<file path="src/rtl/fetch_seq_ctrl_pkg.sv">
// Shared constants and types for the fetch sequencing controller.
package fetch_seq_ctrl_pkg;

   localparam int unsigned MULT_CYCLES = 5;
   localparam int unsigned DIV_CYCLES  = 10;
   localparam logic [31:0] RESET_PC    = 32'h0000_3000;
   localparam int unsigned MD_CNT_W    = 4;

   // Multiply/divide occupancy state.
   typedef enum logic {
      StIdle = 1'b0,
      StBusy = 1'b1
   } md_state_e;

   // Initial down-counter value for an issued operation (0 = mult, 1 = div).
   function automatic logic [MD_CNT_W-1:0] md_load_count(input logic op);
      return op ? MD_CNT_W'(DIV_CYCLES) : MD_CNT_W'(MULT_CYCLES);
   endfunction

endpackage

</file>
<file path="src/rtl/fetch_seq_ctrl_md_busy_timer.sv">
// Tracks how long the multiply/divide unit stays busy after an issue pulse.
module md_busy_timer
   import fetch_seq_ctrl_pkg::*;
(
   input  logic clk,
   input  logic reset,
   input  logic md_start,
   input  logic md_op,
   output logic md_busy
);

   md_state_e             state_q, state_d;
   logic [MD_CNT_W-1:0]   cnt_q, cnt_d;

   // Next state: load on issue from idle, count down while busy; re-issues while busy are ignored.
   always_comb begin
      state_d = state_q;
      cnt_d   = cnt_q;
      case (state_q)
         StIdle: begin
            if (md_start) begin
               cnt_d   = md_load_count(md_op);
               state_d = StBusy;
            end
         end
         StBusy: begin
            if (cnt_q == MD_CNT_W'(1)) begin
               cnt_d   = '0;
               state_d = StIdle;
            end else begin
               cnt_d = cnt_q - MD_CNT_W'(1);
            end
         end
         default: begin
            cnt_d   = '0;
            state_d = StIdle;
         end
      endcase
   end

   // State and counter registers; reset aborts any operation in flight.
   always_ff @(posedge clk) begin
      if (reset) begin
         state_q <= StIdle;
         cnt_q   <= '0;
      end else begin
         state_q <= state_d;
         cnt_q   <= cnt_d;
      end
   end

   // Busy flag is the registered state itself.
   always_comb begin
      md_busy = (state_q == StBusy);
   end

endmodule

</file>
<file path="src/rtl/fetch_seq_ctrl.sv">
// Fetch sequencing: PC update, IF/ID enable and ID/EX bubble control, including
// stalls for the hazard unit and for HI/LO consumers while mult/div is busy.
module fetch_seq_ctrl
   import fetch_seq_ctrl_pkg::*;
(
   input  logic        clk,
   input  logic        reset,
   input  logic [31:0] pc_cur,
   input  logic        redirect,
   input  logic [31:0] redirect_target,
   input  logic        hazard_stall,
   input  logic        md_start,
   input  logic        md_op,
   input  logic        md_use,
   output logic        pc_update,
   output logic [31:0] pc_next,
   output logic        ifid_en,
   output logic        idex_flush,
   output logic        md_busy
);

   logic md_stall;
   logic stall;

   md_busy_timer u_md_busy_timer (
      .clk      (clk),
      .reset    (reset),
      .md_start (md_start),
      .md_op    (md_op),
      .md_busy  (md_busy)
   );

   // Stall sources: hazard unit, or an ID-stage HI/LO user while mult/div is busy or issuing.
   always_comb begin
      md_stall = md_use & (md_busy | md_start);
      stall    = hazard_stall | md_stall;
   end

   // Pipeline enables; reset holds the front end with a bubble in ID/EX.
   always_comb begin
      pc_update  = 1'b0;
      ifid_en    = 1'b0;
      idex_flush = 1'b1;
      if (!reset && !stall) begin
         pc_update  = 1'b1;
         ifid_en    = 1'b1;
         idex_flush = 1'b0;
      end
   end

   // Next PC: word-aligned redirect target or sequential; no flush, the delay slot executes.
   // When stalled pc_update is low, so the redirect choice here has no effect.
   always_comb begin
      if (reset) begin
         pc_next = RESET_PC;
      end else if (redirect) begin
         pc_next = redirect_target & 32'hFFFF_FFFC;
      end else begin
         pc_next = pc_cur + 32'd4;
      end
   end

endmodule

</file>
<file path="config.mk">
export PLATFORM = sky130hd
export DESIGN_NAME = fetch_seq_ctrl
export DESIGN_NICKNAME = d
export VERILOG_FILES = /design/src/rtl/fetch_seq_ctrl_pkg.sv /design/src/rtl/fetch_seq_ctrl_md_busy_timer.sv /design/src/rtl/fetch_seq_ctrl.sv
export SDC_FILE = /design/constraint.sdc
export NUM_CORES = 1
export LEC_CHECK = 0
export CORE_UTILIZATION = 36
export CTS_CLUSTER_SIZE = 30
export DETAILED_ROUTE_END_ITERATION = 7
export PLACE_DENSITY = 0.86
export RECOVER_POWER = 25
export SLEW_MARGIN = 20
export SYNTH_ARGS = -nofsm -noshare
export SYNTH_HDL_FRONTEND = slang
export SYNTH_HIERARCHICAL = 1
export SYNTH_SLANG_ARGS = --single-unit
</file>
<file path="constraint.sdc">
create_clock -name clk -period 3.2 [get_ports clk]
set_input_delay 0.96 -clock clk [delete_from_list [all_inputs] [get_ports clk]]
set_output_delay 0.96 -clock clk [all_outputs]
set_load 0.005 [all_outputs]
</file>
## Word-level counts from Yosys, hierarchy flattened

Cells that the tools add are included.

- $add $sub $neg: 2
- Mux-type cells: 11
- Reductions and logical operators: 3
- Equal/unequal tests: 2
- Bitwise gates (word level): 4

Operators by type and width:

| kind | count |
|---|---|
| 2-to-1 mux 32 bit | 2 |
| adder 32 x 3 -> 32 bit (second input constant) | 1 |
| 2-to-1 mux 4 bit | 3 |
| one-hot mux 4 bit (2 select lines) | 1 |
| equality test 4 x 1 -> 1 bit (second input constant) | 1 |
| 2-to-1 mux 1 bit | 4 |
| subtractor 4 x 1 -> 4 bit (second input constant) | 1 |
| zero test 1 bit | 2 |
| != test 2 bit (second input constant) | 1 |
| OR 1 bit | 2 |
| one-hot mux 1 bit (2 select lines) | 1 |
| bitwise AND 1 bit | 1 |
| logical AND 1 bit | 1 |
| NOT 1 bit | 1 |

- Input port bits: 71
- Output and inout bits: 36
- Logic and storage cells: 24
- Bits in registers: 5

## Logic depth before layout (Yosys ltp)

Gate-level depths: netlist (run 1).

- Word-level depth: 6
- Gate-level depth with buffers: 5

## By module

The synthesis (run 1) kept the hierarchy.

By module, submodules not included:

| module | times used | area each (µm²) | cells an instance | seq. area each (µm²) |
|---|---|---|---|---|
| fetch_seq_ctrl | 1 | 1232.4 | 197 | 0.0 |
| md_busy_timer | 1 | 300.3 | 33 | 100.1 |

## Least setup slack after synthesis (run 1)

No wires, ideal clock.

- Kind: in2out
- Start: in pc_cur[2]
- End: out pc_next[22]
- Stages: 5
- Slack: 0.019 ns
- Path buffers: 0
- Data arrival time: 2.221 ns
- Required time: 2.240 ns
- Cells stage by stage: ha_1 -> nand2_1 -> or3_4 -> or3_1 -> a211oi_1

- Word-level cells in the longest chain between the ends: 3

RTL lines:

| what | line | RTL |
|---|---|---|
| start: declaration | fetch_seq_ctrl.sv:8 | `input logic [31:0] pc_cur,` |
| adder 32 x 3 -> 32 bit | fetch_seq_ctrl.sv:59 | `pc_next = pc_cur + 32'd4;` |
| 2-to-1 mux 32 bit | fetch_seq_ctrl.sv:56 | `end else if (redirect) begin` |
| 2-to-1 mux 32 bit | fetch_seq_ctrl.sv:54 | `if (reset) begin` |
| end: declaration | fetch_seq_ctrl.sv:16 | `output logic [31:0] pc_next,` |

Every way passes these cells.

## Worst setup path after layout (run 1)

- Start: in pc_cur[16]
- End: out pc_next[27]

Same word-level chain as after synthesis.

==> flow_summary.toml, run 1 <==
[sta]
setup_tns_ns = -3.138
rsz0062_at_grt = "yes"
max_slew_margin_pct = 69.93
maxSlewViolCount = 0
timing.fmax_ghz = 0.2888
skew_ns = 0.0005903
setup_ws_ns = -0.2625
worst_hold_slack_ns = 0.6065
worst_slew_pin_slew_ns = 0.4504
period_needed_ns = 3.462
post-route-period-util_pct = 108.2
finalHoldViolations = 0
setup_viol = 27

[grt]
grt_max_degree = 22
antenna_found_initial = 0
grt_use_total_pct = 41.21
grt-ovfl-total = 0
grt_pass1_vias = 3031
grt_pass1_wl_um = 13920

[routing]
postRouteWirelength_um = 12280
drc = 0
vias = 3251
drtIter0Drc = 464
first_pass_iters = 6
postRouteAntennaNets = 0
viasPerCell = 6.947
routedWlPerCell_um = 26.24

[power]
power.density_nw_per_um2 = 170.0
leakagePower_nw = 1.647
ir_drop_mv = 0.2489

[status]
status = "finished with violations"
violations = "setup timing"

[synth]
synth_ff_type = "dfxtp_1"
synthTopCellsByArea = "dfxtp_1, nor2_1, and4_1, a211oi_1, nand2_1"
synthArstFlopShare_pct = 0
netlist_area_um2 = 1533
synth_top_area_share_pct = 6.531
netlist_instances = 230
yosysUniqueCellTypes = 57
ys_seq_area_share_pct = 6.531
yosysWarningCount = 6
yosys.area.top_type = "dfxtp_1"
yosys_register_bits = 5
syn_nets = 304
synth_common_cells = "nor2_1, nand2_1, o21ai_0, nor3_1"
synth_most_common_cell = "nor2_1"
synth_edf_count = 0
synth.avg_cell_area_um2 = 6.664

[setup_path]
slowest_stage = "a2111oi_2"
cp.required_ns = 2.24
cp-end-kind = "output port"
startpoint_type = "input port"
path_max_fanout = 3
max_stage_delay_ns = 0.37
crit_chain = "buf_8 > nand4_1 > buf_4 > nor4_4 > a211oi_2 > a2111oi_2 > buf_2"
cp.arrival_ns = 2.50
worstSetupPathType = "in -> out"

[die]
rows = 23
start_util_pct = 37.77
die_h_um = 67.25
core_um2 = 4058
die_w_um = 67.25
die_area_um2 = 4523
ios = 107

[clock_tree]
cts_hold_buf = 0
clkSlewWorstSetupHoldPaths_ns = 0.04
cts_tree = "built"
htreeDepth = 1
clkLatencyLatePin_ns = 0.22
numCtsBuffers = 3
cts_buffer_depth = 2
root_buffer = "clkbuf_8"
cts_num_sinks = 5

[job]
drv_cap = 0

[finish]
nets = 493
design_area_um2 = 3772
antenna_cells = 0
finalNonFillerCells = 468
syn2layout_area_growth_pct = 146.1
drive_gt1_share_pct = 50.00

[placed_design]
io_buffers = 104
placed_cell_area_um2 = 3132
dpl.hpwl_um = 5862
place_congestion = 1.009
dp_cells = 442

[min_path]
min_path_type = "reg -> reg"
[critical path, delay by kind of cell]
kind / cells / cell delay (ns)
buf+inv: 3 / 0.54
compound gates: 2 / 0.51
simple gates: 2 / 0.48
[through the flow]
| step | util [%] | worst slack (ns) | power (mW) |
|---|---|---|---|
| after global routing | 92.97 | -0.4740 | 0.6581 |
| after detailed placement | 77.18 | -1.051 | 0.4346 |
| final | 92.97 | -0.2625 | 0.6412 |
| after global placement | 77.18 | -0.9485 | 0.4232 |
| after floorplan | - | 0.01920 | 0.1931 |
| after CTS | 87.39 | -0.1357 | 0.5693 |
[cells by family after synthesis]
| group | Yosys count | share of synthesized area (%) |
|---|---|---|
| AOI/OAI and AO/OA | 58 | 27.27 |
| xor gates and xnor gates | 9 | 5.143 |
| adders and majority gates | 3 | 2.449 |
| buffers and inverters | 22 | 6.286 |
| DFF | 5 | 6.531 |
| muxes | 2 | 1.306 |
| and+or+nand+nor | 131 | 51.02 |
[state kept, by name, indices dropped and copies added (netlist names)]
signal / count
u_md_busy_timer/cnt_q: 4
u_md_busy_timer/md_busy: 1
[final timing paths]
check                                                            from                                     to  slack, ns  cells past startpoint
worst min-delay path            u_md_busy_timer/cnt_q[3]$_SDFFE_PP0P_  u_md_busy_timer/cnt_q[3]$_SDFFE_PP0P_       0.61                      2
worst max register to register  u_md_busy_timer/cnt_q[1]$_SDFFE_PP0P_  u_md_busy_timer/cnt_q[2]$_SDFFE_PP0P_       1.86                      5
worst min register to register  u_md_busy_timer/cnt_q[3]$_SDFFE_PP0P_  u_md_busy_timer/cnt_q[3]$_SDFFE_PP0P_       0.61                      2
worst max-delay path                                       pc_cur[16]                            pc_next[27]      -0.26                      7
[per-layer routing]
layer	vias to the layer above	share of wire, %	wire length [um]	track usage, %
met5	-	0	0	0
li1	1268	-	-	-
met4	0	9.6	1177	31.38
met1	1467	32	3939	39.38
met3	150	11	1411	10.81
met2	366	47	5751	74.75
[report_power, final]
part | leakage [nW] | switching [mW] | internal [mW]
logic | 1.58 | 0.212 | 0.227
registers | 0.0416 | 0.0105 | 0.0694
clock network | 0.0228 | 0.0368 | 0.0860
[what timing repair did]
item / 4_1_cts / 5_1_grt
setup buffers: 21 / 3
pin swaps: 46 / 22
gates resized for setup: 283 / 53
setup endpoints to repair: 35 / 29
[area by class of cell]
type,instances,area (um2)
clock buffer,4,45.04
multi-input combinational,203,1762
inverter,9,33.78
fill,156,285.3
sequential,5,100.1
timing repair buffer,197,1769
tap,50,62.56
[cells in the final DEF (no fill, tap or decap), drive strengths merged, types with 5 or more instances in the layout]
cell type,count
buf,134
clkdlybuf4s50,45
nor2,26
nand2,20
o21ai,15
nand3,14
nor3,14
a211oi,12
and4,11
nand4,9
nor4,9
inv,9
dlygate4sd2,8
a21oi,8
clkbuf,8
xnor2,6
a311oi,6
or3,6
nor2b,5
dfxtp,5
No activity file was read; power rests on OpenSTA's default activity.
==> inputs of run 2 (changes only) <==
--- a/config.mk
+++ b/config.mk
@@ -5,6 +5,7 @@
 export SDC_FILE = /design/constraint.sdc
 export NUM_CORES = 1
 export LEC_CHECK = 0
+export ABC_AREA = 0
 export CORE_UTILIZATION = 36
 export CTS_CLUSTER_SIZE = 30
 export DETAILED_ROUTE_END_ITERATION = 7
==> results of run 2 <==
No change in the layout: final DEF, timing and power equal those of run 1.
==> inputs of run 3 (changes only) <==
--- a/config.mk
+++ b/config.mk
@@ -6,10 +6,11 @@
 export NUM_CORES = 1
 export LEC_CHECK = 0
 export ABC_AREA = 0
-export CORE_UTILIZATION = 36
+export CORE_ASPECT_RATIO = 0.5
+export CORE_UTILIZATION = 33
 export CTS_CLUSTER_SIZE = 30
 export DETAILED_ROUTE_END_ITERATION = 7
-export PLACE_DENSITY = 0.86
+export PLACE_DENSITY = 0.8
 export RECOVER_POWER = 25
 export SLEW_MARGIN = 20
 export SYNTH_ARGS = -nofsm -noshare
==> run 3 against run 2 <==
The flow finishes with violations (DRC, setup timing). Clock skew rose by 0.0012 ns. Hold slack got worse by 0.059 ns. Final cell count rose by 4.3%. Maximum frequency fell by 4.9%. Non-clock buffer count rose by 13. First-iteration DRC count fell by 9.9%. Sequential share of layout area fell by 0.059 points. Critical path depth rose by 1. Via count rose by 2.0%. Highest routed layer unchanged.
==> flow_summary.toml, run 3 (synthesis results as in run 1) <==
[placed_design]
place_congestion = 0.9021
io_buffers = 104
dpl.hpwl_um = 5803
dp_cells = 448

[finish]
mostFrequentLayoutCell = "buf_4"
max_flop_register = "u_md_busy_timer/cnt_q"
antenna_cells = 0
layout_common_cells = "buf_4, clkdlybuf4s50_1, buf_6, nor2_1, buf_2"
nets = 506
drive_gt1_share_pct = 53.13
finalNonFillerCells = 488
largest_reg_flops = 4
syn2layout_area_growth_pct = 151.8

[min_path]
whs_path_depth = 2
min_path_type = "reg -> reg"
hp-start = "u_md_busy_timer/cnt_q[0]$_SDFFE_PP0P_"

[grt]
grt_pass1_wl_um = 15230
grt_max_degree = 22
grt_use_total_pct = 39.46
antenna_found_initial = 0
grt-ovfl-total = 0
grt_pass1_vias = 3100

[routing]
routedWlPerCell_um = 25.44
drc = 2
wl_met2_um = 5480
postRouteAntennaNets = 0
postRouteWirelength_um = 12420
highest-signal-layer = "met4"
viasPerCell = 6.793
first_pass_iters = 8
drtIter0Drc = 418
vias = 3315
met3_length_um = 1446
wl_met1_um = 4270

[setup_path]
cp.arrival_ns = 2.68
rr_startpoint = "u_md_busy_timer/cnt_q[1]$_SDFFE_PP0P_"
r2r_cells = 5
crit_start = "pc_cur[16]"
path_max_fanout = 4
cp.required_ns = 2.24
cp-end-kind = "output port"
worstSetupPathType = "in -> out"
startpoint_type = "input port"

[clock_tree]
clkSlewWorstSetupHoldPaths_ns = 0.04
root_buffer = "clkbuf_8"
numCtsBuffers = 3
cts_tree = "built"
cts_buffer_depth = 2
cts_hold_buf = 0
htreeDepth = 1
clkLatencyLatePin_ns = 0.23
cts_num_sinks = 5

[sta]
rsz0062_at_grt = "yes"
maxSlewViolCount = 0
finalHoldViolations = 0
setup_ws_ns = -0.4399
period_needed_ns = 3.640
setup_tns_ns = -3.510
max_slew_margin_pct = 71.76
skew_ns = 0.001773
worst_hold_slack_ns = 0.5471
post-route-period-util_pct = 113.7
setup_viol = 21
worst_slew_pin_slew_ns = 0.4204
timing.fmax_ghz = 0.2747

[power]
power.density_nw_per_um2 = 164.1
ir_drop_mv = 0.2203
leakagePower_nw = 1.720

[status]
status = "finished with violations"
violations = "DRC, setup timing"

[die]
rows = 17
core_um2 = 4424
ios = 107
die_h_um = 50.19
die_w_um = 98.38
start_util_pct = 34.64
die_area_um2 = 4938

[job]
drv_cap = 0
-- run 3: cell types whose count changed in the layout (fill, tap and decap cells not counted), sizes merged --
cell | before | now
dlygate4sd2 | 8 | 10
clkdlybuf4s15 | 3 | 1
clkdlybuf4s50 | 45 | 42
clkbuf | 8 | 13
buf | 134 | 145
-- run 3: what timing repair did --
item	in CTS	in global routing
gates resized for setup	264	80
pin swaps	39	51
endpoints found under the hold margin	0	0
setup endpoints to repair	35	29
setup buffers	25	18
-- run 3: metal layers --
layer	vias to the layer above	track usage, %
li1	1303	-
met1	1528	44.08
met2	331	69.37
met3	153	8.496
met4	0	26.62
met5	-	0
-- run 3: where the power goes --
group	internal (mW)	total [mW]	leakage, nW	switching (mW)
Clock	0.0858	0.121	0.0228	0.0350
Combinational	0.223	0.433	1.66	0.210
Sequential	0.0695	0.0793	0.0416	0.00983
Total	0.378	0.633	1.72	0.255
-- run 3: area by class of cell --
class	instances	area, um2
inverters	9	33.78
fillers	181	565.5
multi-input cells	203	1810
clock buffers	4	45.04
flip-flops and latches	5	100.1
repair buffers	210	1798
well taps	57	71.32
-- run 3: metrics by stage --
step	setup WS, ns	total power, mW	area [um2]	util (%)
after global routing	-0.4514	0.6588	3859	87.22
after CTS	-0.1907	0.5573	3455	78.08
after global placement	-0.9838	0.4183	3108	70.25
final	-0.4399	0.6334	3859	87.22
after detailed placement	-1.029	0.4305	3108	70.25
after floorplan	0.01920	0.1931	1533	-
-- run 3: final timing paths --
kind | to | slack [ns]
worst min-delay path | u_md_busy_timer/cnt_q[0]$_SDFFE_PP0P_ | 0.55
worst min register to register | u_md_busy_timer/cnt_q[0]$_SDFFE_PP0P_ | 0.55
worst max register to register | u_md_busy_timer/cnt_q[2]$_SDFFE_PP0P_ | 1.87
worst max-delay path | pc_next[31] | -0.44
-- run 3: worst max-delay path, stage by stage --
cell and delay, ns:
buf_6 0.08, nand4_1 0.17, buf_4 0.21, nor4_4 0.43, buf_4 0.20, a21oi_2 0.06
or3b_1 0.40, buf_2 0.17
